**config.mk**
```make
export PLATFORM = sky130hd
export DESIGN_NAME = bank_decoder
export DESIGN_NICKNAME = d
export VERILOG_FILES = /design/src/rtl/bank_decoder_pkg.sv /design/src/rtl/bank_region_classify.sv /design/src/rtl/bank_decoder.sv
export SDC_FILE = /design/constraint.sdc
export NUM_CORES = 1
export LEC_CHECK = 0
export CAP_MARGIN = 40
export CORE_MARGIN = 4
export CORE_UTILIZATION = 40
export CTS_BUF_LIST = sky130_fd_sc_hd__clkbuf_8 sky130_fd_sc_hd__clkbuf_16
export CTS_CLUSTER_SIZE = 16
export DETAILED_ROUTE_END_ITERATION = 8
export PLACE_DENSITY = 0.81
export SLEW_MARGIN = 20
export SYNTH_ARGS = -nofsm -noshare
export SYNTH_HDL_FRONTEND = slang
export SYNTH_SLANG_ARGS = --single-unit
export TNS_END_PERCENT = 1
```
**constraint.sdc**
```tcl
create_clock -name clk -period 2 [get_ports clk]
set_clock_uncertainty 0.05 [all_clocks]
set_input_delay 0.4 -clock clk [delete_from_list [all_inputs] [get_ports clk]]
set_output_delay 0.4 -clock clk [all_outputs]
set_load 0.05 [all_outputs]
```
**src/rtl/bank_decoder_pkg.sv**
```systemverilog
// bank_decoder_pkg
// Shared constants and types for the 8096-style bank decoder.
//   - Bit positions inside the bank-control register.
//   - Bit positions inside the one-hot io_select vector.
//   - The region classification enum.
//   - A helper that builds the 17-bit SRAM address for an expanded access.
// Optional feature macro used by the design files: PEEK_THROUGH_EN.
package bank_decoder_pkg;

  // Bank-control register bit positions. Bit 4 is stored but has no effect.
  localparam int CTRL_EXP      = 7;
  localparam int CTRL_IO_PEEK  = 6;
  localparam int CTRL_SCR_PEEK = 5;
  localparam int CTRL_BANK_HI  = 3;
  localparam int CTRL_BANK_LO  = 2;
  localparam int CTRL_WP_HI    = 1;
  localparam int CTRL_WP_LO    = 0;

  // One-hot io_select bit positions.
  localparam int IO_SEL_PIA1 = 0;
  localparam int IO_SEL_PIA2 = 1;
  localparam int IO_SEL_VIA  = 2;
  localparam int IO_SEL_CRTC = 3;
  localparam int IO_SEL_W    = 4;

  typedef enum logic [2:0] {
    REGION_RAM   = 3'd0,
    REGION_VRAM  = 3'd1,
    REGION_MAGIC = 3'd2,
    REGION_IO    = 3'd3,
    REGION_ROM   = 3'd4,
    REGION_EXP   = 3'd5
  } region_e;

  // Expanded SRAM address: upper 64 KB half, addr[14] picks the 16 KB
  // window, and the per-window bank bit picks which of two 16 KB pages.
  function automatic logic [16:0] exp_ram_addr(input logic [14:0] low_addr,
                                               input logic        bank_hi,
                                               input logic        bank_lo);
    logic bank_sel;
    bank_sel = low_addr[14] ? bank_hi : bank_lo;
    return {1'b1, low_addr[14], bank_sel, low_addr[13:0]};
  endfunction

endpackage

```
**src/rtl/bank_region_classify.sv**
```systemverilog
// bank_region_classify
// Combinational classifier: decides which region a CPU address falls in
// given the expansion and peek-through enables taken from the bank register.
// Ports:
//   addr          in  16  CPU address
//   exp_en        in  1   expansion enable (control bit 7)
//   io_peek_en    in  1   I/O peek-through enable (0 when PEEK_THROUGH_EN undefined)
//   scr_peek_en   in  1   screen peek-through enable (0 when PEEK_THROUGH_EN undefined)
//   region        out     region_e classification
//   io_select     out 4   one-hot I/O chip select, valid when region == REGION_IO
module bank_region_classify
  import bank_decoder_pkg::*;
#(
  parameter logic [15:0] IO_BASE    = 16'hE800,
  parameter int          VRAM_BYTES = 4096
) (
  input  logic [15:0]         addr,
  input  logic                exp_en,
  input  logic                io_peek_en,
  input  logic                scr_peek_en,
  output region_e             region,
  output logic [IO_SEL_W-1:0] io_select
);

  localparam logic [15:0] VRAM_END = 16'(32'h8000 + VRAM_BYTES - 1);

  logic       io_peek;
  logic       scr_peek;
  logic       expand;
  logic       in_io_window;
  logic [7:0] io_offset;

  // I/O peek-through punches the whole 2 KB page holding the I/O window
  // ($E800-$EFFF by default) back to the normal map; screen peek-through
  // does the same for $8000-$8FFF.
  assign io_peek  = io_peek_en  && (addr[15:11] == IO_BASE[15:11]);
  assign scr_peek = scr_peek_en && (addr[15:12] == 4'h8);
  assign expand   = exp_en && addr[15] && !io_peek && !scr_peek;

  assign in_io_window = (addr[15:8] == IO_BASE[15:8]);
  assign io_offset    = addr[7:0];

  always_comb begin
    region    = REGION_ROM;
    io_select = '0;
    if (expand) begin
      region = REGION_EXP;
    end else if (!addr[15]) begin
      region = REGION_RAM;
    end else if (addr <= VRAM_END) begin
      region = REGION_VRAM;
    end else if (in_io_window) begin
      if (io_offset[7:4] == 4'h0) begin
        region = REGION_MAGIC;
      end else begin
        region = REGION_IO;
        // Slots are power-of-two sized and aligned, so the highest set
        // offset bit identifies the chip.
        if (io_offset[7])      io_select[IO_SEL_CRTC] = 1'b1;
        else if (io_offset[6]) io_select[IO_SEL_VIA]  = 1'b1;
        else if (io_offset[5]) io_select[IO_SEL_PIA2] = 1'b1;
        else                   io_select[IO_SEL_PIA1] = 1'b1;
      end
    end
  end

endmodule

```
**src/rtl/bank_decoder.sv**
```systemverilog
// bank_decoder
// Registered 6502 address decoder with an 8096-style bank-control register.
// Maps the 64 KB CPU space onto a 128 KB SRAM and drives I/O chip selects.
// Optional feature macro: PEEK_THROUGH_EN (I/O and screen peek-through).
// Ports:
//   clk           in  1   system clock, rising edge
//   reset_b       in  1   asynchronous active-low reset
//   addr          in  16  CPU address
//   rw_b          in  1   1 = read, 0 = write
//   strobe        in  1   valid bus cycle pulse (qualifies register writes only)
//   data_in       in  8   CPU write data
//   ram_addr      out 17  registered SRAM address
//   ram_enable    out 1   SRAM access
//   io_enable     out 1   any I/O chip selected
//   io_select     out 4   one-hot PIA1/PIA2/VIA/CRTC
//   mirror_enable out 1   access lands in VRAM
//   write_enable  out 1   write permitted this cycle
//   bank_reg      out 8   bank-control register
module bank_decoder
  import bank_decoder_pkg::*;
#(
  parameter logic [15:0] IO_BASE    = 16'hE800,
  parameter int          VRAM_BYTES = 4096,
  parameter logic [15:0] CTRL_ADDR  = 16'hFFF0
) (
  input  logic                clk,
  input  logic                reset_b,
  input  logic [15:0]         addr,
  input  logic                rw_b,
  input  logic                strobe,
  input  logic [7:0]          data_in,
  output logic [16:0]         ram_addr,
  output logic                ram_enable,
  output logic                io_enable,
  output logic [IO_SEL_W-1:0] io_select,
  output logic                mirror_enable,
  output logic                write_enable,
  output logic [7:0]          bank_reg
);

  logic                ctrl_wr;
  logic [7:0]          bank_reg_next;
  logic                io_peek_en;
  logic                scr_peek_en;
  region_e             region;
  logic [IO_SEL_W-1:0] slot_select;

  logic [16:0]         ram_addr_next;
  logic                ram_enable_next;
  logic                io_enable_next;
  logic [IO_SEL_W-1:0] io_select_next;
  logic                mirror_enable_next;
  logic                write_enable_next;
  logic                writable;

  assign ctrl_wr = strobe && !rw_b && (addr == CTRL_ADDR);

`ifdef PEEK_THROUGH_EN
  assign io_peek_en  = bank_reg[CTRL_IO_PEEK];
  assign scr_peek_en = bank_reg[CTRL_SCR_PEEK];
`else
  assign io_peek_en  = 1'b0;
  assign scr_peek_en = 1'b0;
`endif

  always_comb begin
    bank_reg_next = data_in;
`ifndef PEEK_THROUGH_EN
    // Peek-through bits do not exist in this build and always read as 0.
    bank_reg_next[CTRL_IO_PEEK]  = 1'b0;
    bank_reg_next[CTRL_SCR_PEEK] = 1'b0;
`endif
  end

  // Classification uses the register value before any write in this same
  // cycle; the new value takes effect on the following decode.
  bank_region_classify #(
    .IO_BASE   (IO_BASE),
    .VRAM_BYTES(VRAM_BYTES)
  ) u_classify (
    .addr       (addr),
    .exp_en     (bank_reg[CTRL_EXP]),
    .io_peek_en (io_peek_en),
    .scr_peek_en(scr_peek_en),
    .region     (region),
    .io_select  (slot_select)
  );

  always_comb begin
    ram_addr_next      = {1'b0, addr};
    ram_enable_next    = 1'b0;
    io_enable_next     = 1'b0;
    io_select_next     = '0;
    mirror_enable_next = 1'b0;
    writable           = 1'b0;
    case (region)
      REGION_RAM, REGION_MAGIC: begin
        ram_enable_next = 1'b1;
        writable        = 1'b1;
      end
      REGION_VRAM: begin
        ram_enable_next    = 1'b1;
        mirror_enable_next = 1'b1;
        writable           = 1'b1;
      end
      REGION_IO: begin
        io_enable_next = 1'b1;
        io_select_next = slot_select;
        writable       = 1'b1;
      end
      REGION_EXP: begin
        ram_addr_next   = exp_ram_addr(addr[14:0], bank_reg[CTRL_BANK_HI],
                                       bank_reg[CTRL_BANK_LO]);
        ram_enable_next = 1'b1;
        writable        = addr[14] ? !bank_reg[CTRL_WP_HI] : !bank_reg[CTRL_WP_LO];
      end
      default: begin
        // ROM
        ram_enable_next = 1'b1;
      end
    endcase
    write_enable_next = !rw_b && writable;
    // A control-register write is not a memory or I/O access.
    if (ctrl_wr) begin
      ram_enable_next    = 1'b0;
      io_enable_next     = 1'b0;
      io_select_next     = '0;
      mirror_enable_next = 1'b0;
      write_enable_next  = 1'b0;
    end
  end

  always_ff @(posedge clk or negedge reset_b) begin
    if (!reset_b) begin
      bank_reg      <= 8'h00;
      ram_addr      <= '0;
      ram_enable    <= 1'b0;
      io_enable     <= 1'b0;
      io_select     <= '0;
      mirror_enable <= 1'b0;
      write_enable  <= 1'b0;
    end else begin
      if (ctrl_wr) bank_reg <= bank_reg_next;
      ram_addr      <= ram_addr_next;
      ram_enable    <= ram_enable_next;
      io_enable     <= io_enable_next;
      io_select     <= io_select_next;
      mirror_enable <= mirror_enable_next;
      write_enable  <= write_enable_next;
    end
  end

endmodule
```
* Yosys cells after proc, flatten, opt, wreduce, memory -nomap -nowiden
Index checks and enable logic that the tools add are counted.
** Cells by class
- Add/sub/neg operators :: 0
- Multipliers :: 0
- Divide/modulo/power cells :: 0
- Magnitude comparators :: 1
- Eq/ne operators :: 6
- Shifts and indexed selects :: 0
- Multiplexer cells :: 29
- Bitwise operators :: 0
- Reductions and logical operators :: 10
** Operator list (number)
- 4-bit 2-to-1 mux :: 7
- 17-bit 2-to-1 mux :: 1
- 16-bit == test, second input constant :: 1
- 16-bit <= comparator, second input constant :: 1
- 3-bit 2-to-1 mux :: 5
- 1-bit 2-to-1 mux :: 14
- 8-bit == test, second input constant :: 1
- 3-bit by 2-bit == test with 1-bit output, second input constant :: 2
- 1-bit logical AND :: 4
- 4-bit logical NOT :: 1
- 4-bit OR reduction :: 1
- 3-bit by 1-bit == test with 1-bit output, second input constant :: 1
- 3-bit == test, second input constant :: 1
- 1-bit logical NOT :: 3
- 3-bit logical NOT :: 1
- 2-bit 2-to-1 mux :: 1
- 1-bit one-hot mux with 2 select lines :: 1
** Storage, ports and cells
- Register bits after elaboration :: 31
- Latch bits :: 0
- Bits in writable memories :: 0
- ROM bits :: 0
- Bits of input ports :: 28
- Output and inout bits :: 33
- Logic and storage cells :: 53
- Memories :: 0

* Logic depth before layout (Yosys ltp)
- Word-level depth :: 11
- Mapped depth :: 4
- Gate-level depth less buffers :: 4

* By module
From an unflattened synthesis, not the netlist that was laid out.
** Second synthesis, totals
- Cells, all modules :: 88
- Area total of the unflattened synthesis :: 1247.4 um^2
** Modules (own cells, without submodules)
- bank_decoder :: times used 1, cells an instance 68, area an instance 1056.0 um^2, sequential area each 775.7 um^2
- bank_region_classify :: times used 1, cells an instance 20, area an instance 191.4 um^2, sequential area each 0.0 um^2

* Worst setup path after synthesis
Ideal clock, no wire load.
- Path kind :: input -> register
- Start point :: input addr[1]
- End point :: register bank_reg[0]
- Library setup time :: 0.125 ns
- Arrival :: 1.177 ns
- Required time :: 1.825 ns
- Setup slack :: 0.648 ns
- Stages :: 3
- Buffers on the path :: 0
- Path through :: and4bb_2 > nand4_2 > mux2_2
** Between the ends
- Word-level cells in the longest chain between the ends :: 2
** Ends and longest elaborated chain
- from (decl) :: RTL line bank_decoder.sv:28 : input logic [15:0] addr,
- 16-bit == test :: RTL line bank_decoder.sv:56 : assign ctrl_wr = strobe && !rw_b && (addr == CTRL_ADDR);
- 1-bit logical AND :: RTL line bank_decoder.sv:56
- to (signal assigned) :: RTL line bank_decoder.sv:143 : if (ctrl_wr) bank_reg <= bank_reg_next;
- to (decl) :: RTL line bank_decoder.sv:38 : output logic [7:0] bank_reg
Every way passes these cells.
A chain may end at the register's enable or synchronous reset.

* Final worst setup path
- Start point :: register bank_reg[1]
- End point :: output bank_reg[1]
No word-level cell between the ends.

==> impl_metrics.csv <==
group,metric,value,unit
final_layout,largest_reg_flops,17,
global_route,grt_max_degree,32,
setup_path,cp_slowest_stage_delay,0.82,ns
final_layout,finish.instance_area,1790,um^2
setup_path,cp-end-kind,"primary output",
setup_path,cp_top_family,"buffers and inverters",
final_layout,finish.utilization,0.710,
flow_run,max_cap_violations,0,
synth,synth_edf_count,0,
floorplanning,io_pins,61,
floorplanning,row_count,18,
synth,synth_area_leaders,"dfrtp_1, mux2_2, buf_4",
synth,synth.most_common_cell,"dfrtp_1",
setup_path,cp-start-kind,"flip-flop",
pwr,power_density,709,nW/um^2
global_route,grt_usage,0.150,
synth,ys_seq_area_frac,0.718,
detailed_routing,drtAntennaViolNets,0,
setup_path,r2r-start,"bank_reg[7]",
setup_path,reg2reg_slack,0.60,ns
synth,async_flop_share,1.00,
final_layout,diodes,0,
cts,cts_sinks,31,
synth,ys_top_cells_by_count,"dfrtp_1, mux2_2, buf_4, inv_1",
detailed_routing,vias,804,
synth,synth_xor_xnor_area_share,0,
pwr,ir_drop,0.000648,V
cts,htree_num_levels,2,
pwr,p_leak,0.822,nW
cts,cts_hold_buf,0,
setup_path,worstRegToRegCells,4,
setup_path,worst_ep_arrival_time,1.45,ns
cts,clock_latency,0.27,ns
detailed_routing,drc_errors,0,
global_route,grt_pass1_vias,855,
synth,syn_inst,70,
final_layout,drive_gt1_frac,0.181,
final_layout,final_cells,168,
min_path,hp-class,"input pin to asynchronous set/reset pin",
synth,yosysTopAreaCellShare,0.718,
sta,timing.slew.headroom,0.649,
synth,synth.cell_area,1080,um^2
placed_design,globalplace.congestion,0.815,
detailed_routing,routed_via_density,4.79,
setup_path,crit_slowest_cell,"clkdlybuf4s50_1",
setup_path,path_cells,"clkdlybuf4s50_1",
final_layout,multiInputGateArea,275,um^2
detailed_routing,detail_route.wirelength,2440,um
synth,ys_ff_latch,31,
floorplanning,die_h,60.0,um
final_layout,finalNetCount,167,
global_route,antenna_found_initial,0,
sta,fmax,0.526,GHz
placed_design,dpl.cell_count,162,
cts,clock_path_buffers,2,
global_route,grt_first_pass_wirelength,3820,um
setup_path,reg2reg_to,"io_select[1]",
run_status,status,"completed",
synth,yosysWarnings,0,
floorplanning,fp.dieW,60.0,um
cts,cts_buffers,5,
sta,fin_setup_tns,0,ns
floorplanning,core,2520,um^2
detailed_routing,dr.first_iter.drc_count,3,
final_layout,n_fill_cell,196,
setup_path,crit_fanout,3,
synth,yosys.area.top_type,"dfrtp_1",
setup_path,cp_num_buf_inv,1,
cts,root_buffer,"clkbuf_8",
sta,hold_viol,0,
setup_path,crit_required,1.55,ns
sta,setup_violations,0,
global_route,grt_overflow_total,0,
synth,yosys.area_share.simple,0.155,
synth,avgSynthCellArea,15.4,um^2
floorplanning,dieArea,3600,um^2
placed_design,numPortBuffers,56,
sta,slew_viol_final,0,
synth,synthDistinctLibCells,27,
pwr,report.power.total,0.00127,W
sta,rsz0062_at_grt,"no",
cts,postCtsSetupBuffers,0,
floorplanning,start_util,0.429,
synth,synth_top_family_by_area,"simple AND/OR/NAND/NOR gates",
placed_design,hpwl,1980,um
sta,tightestPinTransition,0.525,ns
detailed_routing,wl_per_cell,14.5,um
placed_design,placed_area,1720,um^2
setup_path,worst-setup-path-type,"flip-flop to primary output",
synth,synth-compound-area-share,0.0301,
synth,synthMuxAreaShare,0.0625,
synth,synth_fa_ha_area_frac,0,
final_layout,areaGrowthSynthToFinish,65.6,%
synth,ys.flop_type,"dfrtp_1",
cts,cts-resized-gates,0,
cts,cts_tree,"done",
sta,fin_crit_sh,0.950,
final_layout,regArea,776,um^2
detailed_routing,dr.pass1.iters,4,
cts,path_clk_slew,0.06,ns
sta,min_period,1.90,ns
==> metrics by stage <==
stage          hold WS (ns)  setup slack (ns)
6_report              0.467             0.100
5_1_grt               0.497            0.0509
4_1_cts               0.468            0.0832
3_5_place_dp          0.465           -0.0470
3_3_place_gp          0.443          0.000263
2_1_floorplan        0.0544             0.648
==> per-layer routing <==
metal,part of all wire,vias to the layer above,GRT usage
li1,-,381,-
met1,0.36,378,0.151
met2,0.52,43,0.259
met3,0.11,2,0.0778
met4,0.0029,0,0.0570
met5,0,-,0
==> power by group <==
| group | switching (W) | internal [W] | leakage [nW] |
|---|---|---|---|
| sequential | 0.00000489 | 0.000646 | 0.389 |
| clock | 0.000185 | 0.000225 | 0.0413 |
| combinational | 0.000118 | 0.0000907 | 0.391 |
| total | 0.000307 | 0.000962 | 0.822 |
==> cell usage in the layout, fill, tap and decap left out, types with 2 or more instances in the layout <==
cell type,n
a21oi_1,2
and2_1,2
and3_1,2
buf_4,9
clkbuf_8,5
clkdlybuf4s50_1,55
conb_1,2
dfrtp_1,31
inv_1,4
mux2_2,6
nor4_1,2
==> area by class of cell <==
class	count	area share
tap	30	0.0210
clock buffer	5	0.0384
clock inverter	1	0.00210
timing repair buffer	64	0.345
multi-input combinational	34	0.154
sequential	31	0.433
inverter	3	0.00629
==> worst max-delay path by stage <==
stage	from	to	depth (start not counted)
2_1_floorplan	addr[1]	bank_reg[0]	3
3_3_place_gp	addr[5]	bank_reg[2]	5
3_5_place_dp	addr[7]	bank_reg[1]	5
4_1_cts	bank_reg[0]	bank_reg[0]	1
5_1_grt	bank_reg[1]	bank_reg[1]	1
6_report	bank_reg[1]	bank_reg[1]	1
==> cells by family (layout without fill, tap and decap cells) <==
kind of cell | after synthesis | after routing
flops | 31 | 31
simple gates | 21 | 21
mux | 6 | 6
buf+inv | 6 | 73
compound gates | 5 | 5
other cells | 1 | 2
Power figures use the tool's default switching activity.
